$ cat src/rtl/aes128_iter_core.sv
// Iterative AES-128 encryptor: UNROLL rounds per clock, round keys expanded on the fly.
// Latency: accept edge E0, out_valid after edge E(10/UNROLL); back-to-back blocks with no bubble.
// Backpressure: result held in DONE until out_ready; in_ready only in IDLE or DONE&out_ready.
// Ports: clk/rst_n (async active-low); in_valid/in_ready + plaintext/key (128b, byte 0 = MSB);
//        out_valid/out_ready + ciphertext (128b); busy = FSM not IDLE.
module aes128_iter_core #(
  parameter int UNROLL  = 1,
  parameter bit OUT_REG = 1'b1
) (
  input  logic         clk,
  input  logic         rst_n,
  input  logic         in_valid,
  output logic         in_ready,
  input  logic [127:0] plaintext,
  input  logic [127:0] key,
  output logic         out_valid,
  input  logic         out_ready,
  output logic [127:0] ciphertext,
  output logic         busy
);

  generate
    if (UNROLL != 1 && UNROLL != 2 && UNROLL != 5 && UNROLL != 10) begin : g_bad_unroll
      $error("aes128_iter_core: UNROLL must be 1, 2, 5 or 10");
    end
  endgenerate

  localparam logic [3:0] STEP     = 4'(UNROLL);
  // r_rnd value at which the final group of rounds ends on round 10
  localparam logic [3:0] LAST_RND = 4'(11 - UNROLL);

  // Forward S-box, entry 0 in the top byte
  localparam logic [2047:0] SBOX_TBL = {
    128'h637c777bf26b6fc53001672bfed7ab76, 128'hca82c97dfa5947f0add4a2af9ca472c0,
    128'hb7fd9326363ff7cc34a5e5f171d83115, 128'h04c723c31896059a071280e2eb27b275,
    128'h09832c1a1b6e5aa0523bd6b329e32f84, 128'h53d100ed20fcb15b6acbbe394a4c58cf,
    128'hd0efaafb434d338545f9027f503c9fa8, 128'h51a3408f929d38f5bcb6da2110fff3d2,
    128'hcd0c13ec5f974417c4a77e3d645d1973, 128'h60814fdc222a908846eeb814de5e0bdb,
    128'he0323a0a4906245cc2d3ac629195e479, 128'he7c8376d8dd54ea96c56f4ea657aae08,
    128'hba78252e1ca6b4c6e8dd741f4bbd8b8a, 128'h703eb5664803f60e613557b986c11d9e,
    128'he1f8981169d98e949b1e87e9ce5528df, 128'h8ca1890dbfe6426841992d0fb054bb16
  };

  function automatic logic [7:0] sbox(input logic [7:0] b);
    logic [10:0] base;
    base = {~b, 3'b000};  // (255 - b) * 8
    return SBOX_TBL[base +: 8];
  endfunction

  function automatic logic [7:0] xtime(input logic [7:0] b);
    return {b[6:0], 1'b0} ^ (b[7] ? 8'h1b : 8'h00);
  endfunction

  function automatic logic [31:0] sub_word(input logic [31:0] w);
    return {sbox(w[31:24]), sbox(w[23:16]), sbox(w[15:8]), sbox(w[7:0])};
  endfunction

  function automatic logic [7:0] rcon(input logic [3:0] r);
    logic [7:0] rc;
    case (r)
      4'd1:    rc = 8'h01;
      4'd2:    rc = 8'h02;
      4'd3:    rc = 8'h04;
      4'd4:    rc = 8'h08;
      4'd5:    rc = 8'h10;
      4'd6:    rc = 8'h20;
      4'd7:    rc = 8'h40;
      4'd8:    rc = 8'h80;
      4'd9:    rc = 8'h1b;
      4'd10:   rc = 8'h36;
      default: rc = 8'h00;
    endcase
    return rc;
  endfunction

  function automatic logic [127:0] key_expand(input logic [127:0] k, input logic [7:0] rc);
    logic [31:0] w4, w5, w6, w7;
    w4 = k[127:96] ^ sub_word({k[23:0], k[31:24]}) ^ {rc, 24'h0};
    w5 = k[95:64] ^ w4;
    w6 = k[63:32] ^ w5;
    w7 = k[31:0]  ^ w6;
    return {w4, w5, w6, w7};
  endfunction

  function automatic logic [31:0] mix_col(input logic [31:0] c);
    logic [7:0] s0, s1, s2, s3;
    {s0, s1, s2, s3} = c;
    return {xtime(s0) ^ xtime(s1) ^ s1 ^ s2 ^ s3,
            s0 ^ xtime(s1) ^ xtime(s2) ^ s2 ^ s3,
            s0 ^ s1 ^ xtime(s2) ^ xtime(s3) ^ s3,
            xtime(s0) ^ s0 ^ s1 ^ s2 ^ xtime(s3)};
  endfunction

  // Byte i (column c = i/4, row r = i%4) lives at bits [127-8i -: 8]
  function automatic logic [127:0] aes_round(input logic [127:0] st, input logic [127:0] rk,
                                             input logic last);
    logic [127:0] sb, sr, mc;
    for (int i = 0; i < 16; i++) sb[8*i +: 8] = sbox(st[8*i +: 8]);
    for (int c = 0; c < 4; c++)
      for (int r = 0; r < 4; r++)
        sr[8*(15-(4*c+r)) +: 8] = sb[8*(15-(4*((c+r)%4)+r)) +: 8];
    for (int c = 0; c < 4; c++) mc[32*c +: 32] = mix_col(sr[32*c +: 32]);
    return (last ? sr : mc) ^ rk;
  endfunction

  typedef enum logic [1:0] {IDLE, ROUND, DONE} fsm_t;

  fsm_t         r_fsm, w_fsm_nxt;
  logic [127:0] r_state, r_rk;
  logic [3:0]   r_rnd;
  logic [127:0] w_st_nxt, w_rk_nxt;
  logic         w_accept, w_last;

  // Unrolled round chain: rounds r_rnd .. r_rnd+UNROLL-1 in one cycle
  always_comb begin : c_rounds
    logic [127:0] st, rk;
    logic [3:0]   r;
    st = r_state;
    rk = r_rk;
    r  = r_rnd;
    for (int u = 0; u < UNROLL; u++) begin
      r  = r_rnd + 4'(u);
      rk = key_expand(rk, rcon(r));
      st = aes_round(st, rk, r == 4'd10);
    end
    w_st_nxt = st;
    w_rk_nxt = rk;
  end

  always_ff @(posedge clk or negedge rst_n) begin
    if (!rst_n) r_fsm <= IDLE;
    else        r_fsm <= w_fsm_nxt;
  end

  always_comb begin
    w_fsm_nxt = r_fsm;
    in_ready  = 1'b0;
    out_valid = 1'b0;
    busy      = 1'b1;
    w_accept  = 1'b0;
    w_last    = (r_rnd == LAST_RND);
    case (r_fsm)
      IDLE: begin
        busy     = 1'b0;
        in_ready = 1'b1;
        if (in_valid) begin
          w_accept  = 1'b1;
          w_fsm_nxt = ROUND;
        end
      end
      ROUND: if (w_last) w_fsm_nxt = DONE;
      DONE: begin
        out_valid = 1'b1;
        in_ready  = out_ready;
        // Output handshake and next accept share the edge: no idle bubble
        if (out_ready) w_fsm_nxt = in_valid ? ROUND : IDLE;
        w_accept = out_ready & in_valid;
      end
      default: w_fsm_nxt = IDLE;
    endcase
  end

  always_ff @(posedge clk or negedge rst_n) begin
    if (!rst_n) begin
      r_state <= '0;
      r_rk    <= '0;
      r_rnd   <= '0;
    end else if (w_accept) begin
      r_state <= plaintext ^ key;
      r_rk    <= key;
      r_rnd   <= 4'd1;
    end else if (r_fsm == ROUND) begin
      r_state <= w_st_nxt;
      r_rk    <= w_rk_nxt;
      r_rnd   <= r_rnd + STEP;
    end
  end

  generate
    if (OUT_REG) begin : g_out_reg
      logic [127:0] r_ct;
      always_ff @(posedge clk or negedge rst_n) begin
        if (!rst_n)                         r_ct <= '0;
        else if (r_fsm == ROUND && w_last)  r_ct <= w_st_nxt;
      end
      assign ciphertext = r_ct;
    end else begin : g_out_state
      assign ciphertext = r_state;
    end
  endgenerate

endmodule

$ cat config.mk
export PLATFORM = sky130hd
export DESIGN_NAME = aes128_iter_core
export DESIGN_NICKNAME = d
export VERILOG_FILES = /design/src/rtl/aes128_iter_core.sv
export SDC_FILE = /design/constraint.sdc
export NUM_CORES = 2
export LEC_CHECK = 0
export BUFFER_PORTS_ARGS = -buffer_cell sky130_fd_sc_hd__buf_2
export CORE_ASPECT_RATIO = 1.75
export CORE_MARGIN = 1.5
export CORE_UTILIZATION = 50
export CTS_BUF_LIST = sky130_fd_sc_hd__clkbuf_8
export CTS_CLUSTER_DIAMETER = 80
export DETAILED_ROUTE_END_ITERATION = 8
export HOLD_SLACK_MARGIN = 0.08
export MAX_ROUTING_LAYER = met4
export PLACE_DENSITY = 0.64
export RECOVER_POWER = 25
export REMOVE_ABC_BUFFERS = 1
export SLEW_MARGIN = 10
export SYNTH_ARGS = -nofsm -noshare
export SYNTH_HDL_FRONTEND = slang
export SYNTH_SLANG_ARGS = --single-unit
$ cat constraint.sdc
create_clock -name clk -period 9.9 [get_ports clk]
set_input_delay 2.97 -clock clk [delete_from_list [all_inputs] [get_ports clk]]
set_output_delay 2.97 -clock clk [all_outputs]
set_load 0.02 [all_outputs]
==> reports/qor.csv, run 1 <==
stage,metric,value,unit
synthesis,post-synth-top-area-cell,dfrtp_1,
synthesis,post_synth_simple_gate_area,23.9,%
clock_tree,hold_buffers,0,
placed_design,place.gp.congestion,1.20,
synthesis,main_combinational_cell_family_by_area_after_synthesis,compound AO/OA/AOI/OAI gates,
run_status,stop_error,[ERROR DRT-0255] Maze Route cannot find path of net _00194_ in worker of routeBox ( 289800 483000 ) ( 330890 531300 ).,
global_route,grt_overflow_total,0,
global_route,antenna_found_initial,70,
floorplanning,initial_core_util,50.3,%
clock_tree,clk_root_buffer_cell,clkbuf_8,
synthesis,synthesis.area,94100,µm²
clock_tree,post_cts_resized,0,
synthesis,yosys-mux-area-fraction,7.53,%
global_route,first_global_vias,114053,
synthesis,synth-warning-count,0,
clock_tree,cts_buffer_depth,3,
placed_design,placement.cell_area,94800,µm²
placed_design,post-place-ws,3.24,ns
placed_design,dp_hpwl,400,mm
synthesis,synth_commonest_cells,"1196 x nand2_1, 1150 x o21ai_0, 1037 x a21oi_1",
synthesis,sequential_share_of_the_synthesized_area,10.4,%
synthesis,post_synthesis_share_of_cell_area_spent_on_xor_and_xnor_gates,9.63,%
floorplanning,die-height,577,µm
clock_tree,number_of_clock_sinks,390,
synthesis,synth-async-reset-ratio,100,%
global_route,grt_max_degree,138,
synthesis,compound_cell_area_share_of_the_yosys_netlist,36.3,%
synthesis,ys_top_cells_by_area,"dfrtp_1 10%, o21ai_0 6.1%, a21oi_1 5.5%",
global_route,grt_usage,59.2,%
synthesis,postSynthRegisterBits,390,
synthesis,dominantRegCellSynth,dfrtp_1,
synthesis,syn-mean-instance-area,6.99,µm²
clock_tree,cts-buffers-inserted,79,
run_status,lastStage,5_2_route,
placed_design,port-buffer-count,390,
floorplanning,io_pins,391,
synthesis,post_synth_fa_ha_maj_area_fraction,3.91,%
floorplanning,rows,210,
synthesis,synth_top_area_share,10.4,%
clock_tree,cts_htree_levels,3,
floorplanning,die_width,331,µm
clock_tree,cts.repair_timing.setup_buffer_count,0,
run_status,result_of_the_run,did not finish,
synthesis,post_synth_num_cell_types,133,
synthesis,netlist_instances,13451,
global_route,grt_first_pass_wirelength,820,mm
synthesis,synthMostInstantiatedCell,nand2_1,
synthesis,synth-edff-count,0,
metal layers:
metal and GRT usage (%):
met1 58.9, met2 82.4, met3 29.8, met4 56.6
met5 -
stage by stage:
stage / hold slack [ns] / util (%) / cells
after floorplan: 0.490 / - / 11904
after global placement: 0.455 / 50.7 / 15048
after detailed placement: 0.458 / 50.7 / 15048
after CTS: 0.481 / 51.6 / 15195
after global routing: 0.491 / 51.8 / 15279
cells by family after synthesis:
kind of cell | after synthesis
compound gates | 5039
xor+xnor | 943
buf+inv | 1778
simple gates | 4570
flops | 390
mux | 437
fa+ha+maj | 294
==> run 2: changes to the inputs <==
Settings changed: CORE_ASPECT_RATIO 1.75 to default, CORE_UTILIZATION 50 to 35, CTS_BUF_LIST sky130_fd_sc_hd__clkbuf_8 to default, CTS_CLUSTER_DIAMETER 80 to default, HOLD_SLACK_MARGIN 0.08 to default, MAX_ROUTING_LAYER met4 to default, PLACE_DENSITY 0.64 to default, PLACE_DENSITY_LB_ADDON from default to 0.15.
==> reports/qor.csv, run 2 <==
stage,metric,value,unit,change
placed_design,dp_hpwl,414,mm,was 400 mm
setup_path,critical_path_required,9.28,ns,
placed_design,post-place-ws,3.24,ns,about the same
floorplanning,die-height,521,µm,was 577 µm
synthesis,postSynthRegisterBits,390,,unchanged
floorplanning,rows,190,,was 210
synthesis,synth_commonest_cells,"1196 x nand2_1, 1150 x o21ai_0, 1037 x a21oi_1",,unchanged
routing,antenna_violating_nets_post_route,0,,
layout,most-common-layout-cells,"1192 x nand2_1, 1150 x o21ai_0, 1036 x a21oi_1, 984 x nor2_1, 587 x xnor2_1",,
timing,smallest_setup_slack_after_layout,2.65,ns,
global_route,first_global_vias,105729,,was 114053
hold_path,hold_depth,1,,
synthesis,syn-mean-instance-area,6.99,µm²,unchanged
synthesis,synthesis.area,94100,µm²,unchanged
setup_path,cpMaxStageDelayCell,clkbuf_2,,
synthesis,ys_top_cells_by_area,"dfrtp_1 10%, o21ai_0 6.1%, a21oi_1 5.5%",,unchanged
timing,grt_setup_unrepaired,no,,
clock_tree,clock_latency,0.74,ns,
clock_tree,hold_buffers,0,,unchanged
synthesis,synth-edff-count,0,,unchanged
synthesis,main_combinational_cell_family_by_area_after_synthesis,compound AO/OA/AOI/OAI gates,,unchanged
floorplanning,die_width,521,µm,was 331 µm
synthesis,post_synth_fa_ha_maj_area_fraction,3.91,%,unchanged
synthesis,post_synth_num_cell_types,133,,unchanged
setup_path,critPathLaunchType,primary input,,
hold_path,min_from,ciphertext[57]$_DFFE_PN0P_,,
setup_path,timing.critical_path.cells,buf_8 -> clkbuf_2,,
setup_path,critical_path_peak_fanout,132,,
global_route,antenna_found_initial,44,,was 70
setup_path,reg2reg_to,r_state[2]$_DFFE_PN0P_,,
global_route,grt_usage,39.6,%,was 59.2%
setup_path,reg2reg_slack,3.26,ns,
floorplanning,initial_core_util,35.1,%,was 50.3%
routing,wl,568,mm,
timing,timing.final.crit_share,73.2,%,
timing,tightest_slew,3.89,ns,
synthesis,synth-warning-count,0,,unchanged
timing,layout_min_cycle_time,7.25,ns,
floorplanning,design.die.area,272000,µm²,
timing,setup_viol_count_final,0,,
timing,final_hold_viol_count,0,,
timing,max_slew_headroom,-159,%,
layout,footprint_of_the_multi_input_gates,76600,µm²,
synthesis,post_synthesis_share_of_cell_area_spent_on_xor_and_xnor_gates,9.63,%,unchanged
placed_design,placed_cells_incl_taps,16214,,was 15048
clock_tree,worst_setup_hold_path_clk_slew,0.06,ns,
clock_tree,number_of_clock_sinks,390,,unchanged
clock_tree,cts_buffer_depth,3,,unchanged
clock_tree,cts_tree,yes,,
clock_tree,clk_root_buffer_cell,clkbuf_16,,was clkbuf_8
clock_tree,cts-buffers-inserted,57,,was 79
synthesis,synthMostInstantiatedCell,nand2_1,,unchanged
routing,drt_iter0_drc,20523,,
synthesis,synth_top_area_share,10.4,%,unchanged
synthesis,compound_cell_area_share_of_the_yosys_netlist,36.3,%,unchanged
clock_tree,cts_htree_levels,2,,was 3
synthesis,post-synth-top-area-cell,dfrtp_1,,unchanged
hold_path,hp-class,reg -> reg,,
synthesis,post_synth_simple_gate_area,23.9,%,unchanged
routing,drcViolationCount,3,,
synthesis,dominantRegCellSynth,dfrtp_1,,unchanged
timing,final.setup.tns,0,ns,
layout,synthToLayoutAreaGrowth,4.70,%,
synthesis,sequential_share_of_the_synthesized_area,10.4,%,unchanged
setup_path,count_of_buffer_and_inverter_cells_on_the_critical_path,2,,
floorplanning,core_area,268000,µm²,
setup_path,rr_startpoint,r_rk[26]$_DFFE_PN0P_,,
global_route,grt_max_degree,133,,was 138
placed_design,port-buffer-count,390,,unchanged
layout,design.final.nets,13275,,
routing,drt-vias-per-instance,7.07,,
setup_path,cp.arrival,6.62,ns,
global_route,grt_first_pass_wirelength,806,mm,was 820 mm
routing,detailedRoute.firstPassIterationCount,9,,
layout,layout_commonest_cell,nand2_1,,
setup_path,worst_path_largest_cell_delay,2.73,ns,
routing,wl_per_cell,34.8,µm,
timing,max_freq,0.138,GHz,
setup_path,worstSetupEndpointType,asynchronous set/reset pin,,
synthesis,yosys-mux-area-fraction,7.53,%,unchanged
run_status,violated_checks,"DRC, capacitance limit, slew limit",,
timing,drv_slew,248,,
job,cap_viol_max_count,4,,
layout,layout-drive-gt1-share,11.8,%,
timing,worst_hold_slack,0.478,ns,
synthesis,synth-async-reset-ratio,100,%,unchanged
layout,stdcell_count,16330,,
synthesis,netlist_instances,13451,,unchanged
layout,sequential_standard_cell_area,9890,µm²,
placed_design,place.gp.congestion,1.03,,was 1.20
timing,worst_clock_skew,0.0524,ns,
run_status,result_of_the_run,finished with violations,,was did not finish
layout,layout.filler_cells,29183,,
setup_path,reg2regPathDepth,12,,
hold_path,min_delay_worst_endpoint,ciphertext[57]$_DFFE_PN0P_,,
routing,vias,115474,,
floorplanning,io_pins,391,,unchanged
clock_tree,cts.repair_timing.setup_buffer_count,0,,unchanged
clock_tree,post_cts_resized,0,,unchanged
setup_path,timing_worst_setup_path_type,in -> async,,
global_route,grt_overflow_total,0,,unchanged
setup_path,critPathTopFamily,buffers and inverters,,
run 2: worst max path at each step:
stage / startpoint / endpoint / slack, ns / cells after the start
2_1_floorplan: out_ready / r_rk[7]$_DFFE_PN0P_ / -0.37 / 7
3_3_place_gp: r_rk[4]$_DFFE_PN0P_ / r_state[47]$_DFFE_PN0P_ / 3.17 / 15
3_5_place_dp: out_ready / in_ready / 3.24 / 4
4_1_cts: out_ready / in_ready / 3.23 / 4
5_1_grt: rst_n / r_state[2]$_DFFE_PN0P_ / 1.88 / 2
6_report: rst_n / r_state[2]$_DFFE_PN0P_ / 2.65 / 2
run 2: kinds of logic (layout without fill, tap and decap cells):
logic type	Yosys count	after routing
xor+xnor	943	943
compound gates	5039	5039
fa+ha+maj	294	294
mux	437	437
other cells	0	14
flops	390	390
simple gates	4570	4570
buf+inv	1778	1091
run 2: stage by stage:
stage	utilization [%]	area, µm²
floorplan	-	87100
global placement	36.1	96500
detailed placement	36.1	96600
CTS	36.8	98500
global route	36.8	98500
finish	36.8	98500
run 2: final cells by class:
| class | instances | area share (%) |
|---|---|---|
| Clock buffer | 75 | 1.59 |
| Inverter | 231 | 0.880 |
| Multi-Input combinational cell | 11283 | 77.8 |
| Sequential cell | 390 | 10.0 |
| Antenna cell | 14 | 0.0356 |
| Clock inverter | 27 | 0.358 |
| Timing Repair Buffer | 758 | 4.81 |
| Tap cell | 3552 | 4.51 |
run 2: metal layers:
| layer | track usage, % | part of all wire (%) | wire length (µm) |
|---|---|---|---|
| met1 | 53.4 | 40 | 229000 |
| met2 | 58.8 | 42 | 240000 |
| met3 | 8.86 | 11 | 63900 |
| met4 | 20.4 | 6.3 | 35600 |
| met5 | 0 | 0.028 | 160 |
Power of run 2 is not shown: default switching activity piles up to over one toggle a cycle in this logic, so the estimate is an artifact.
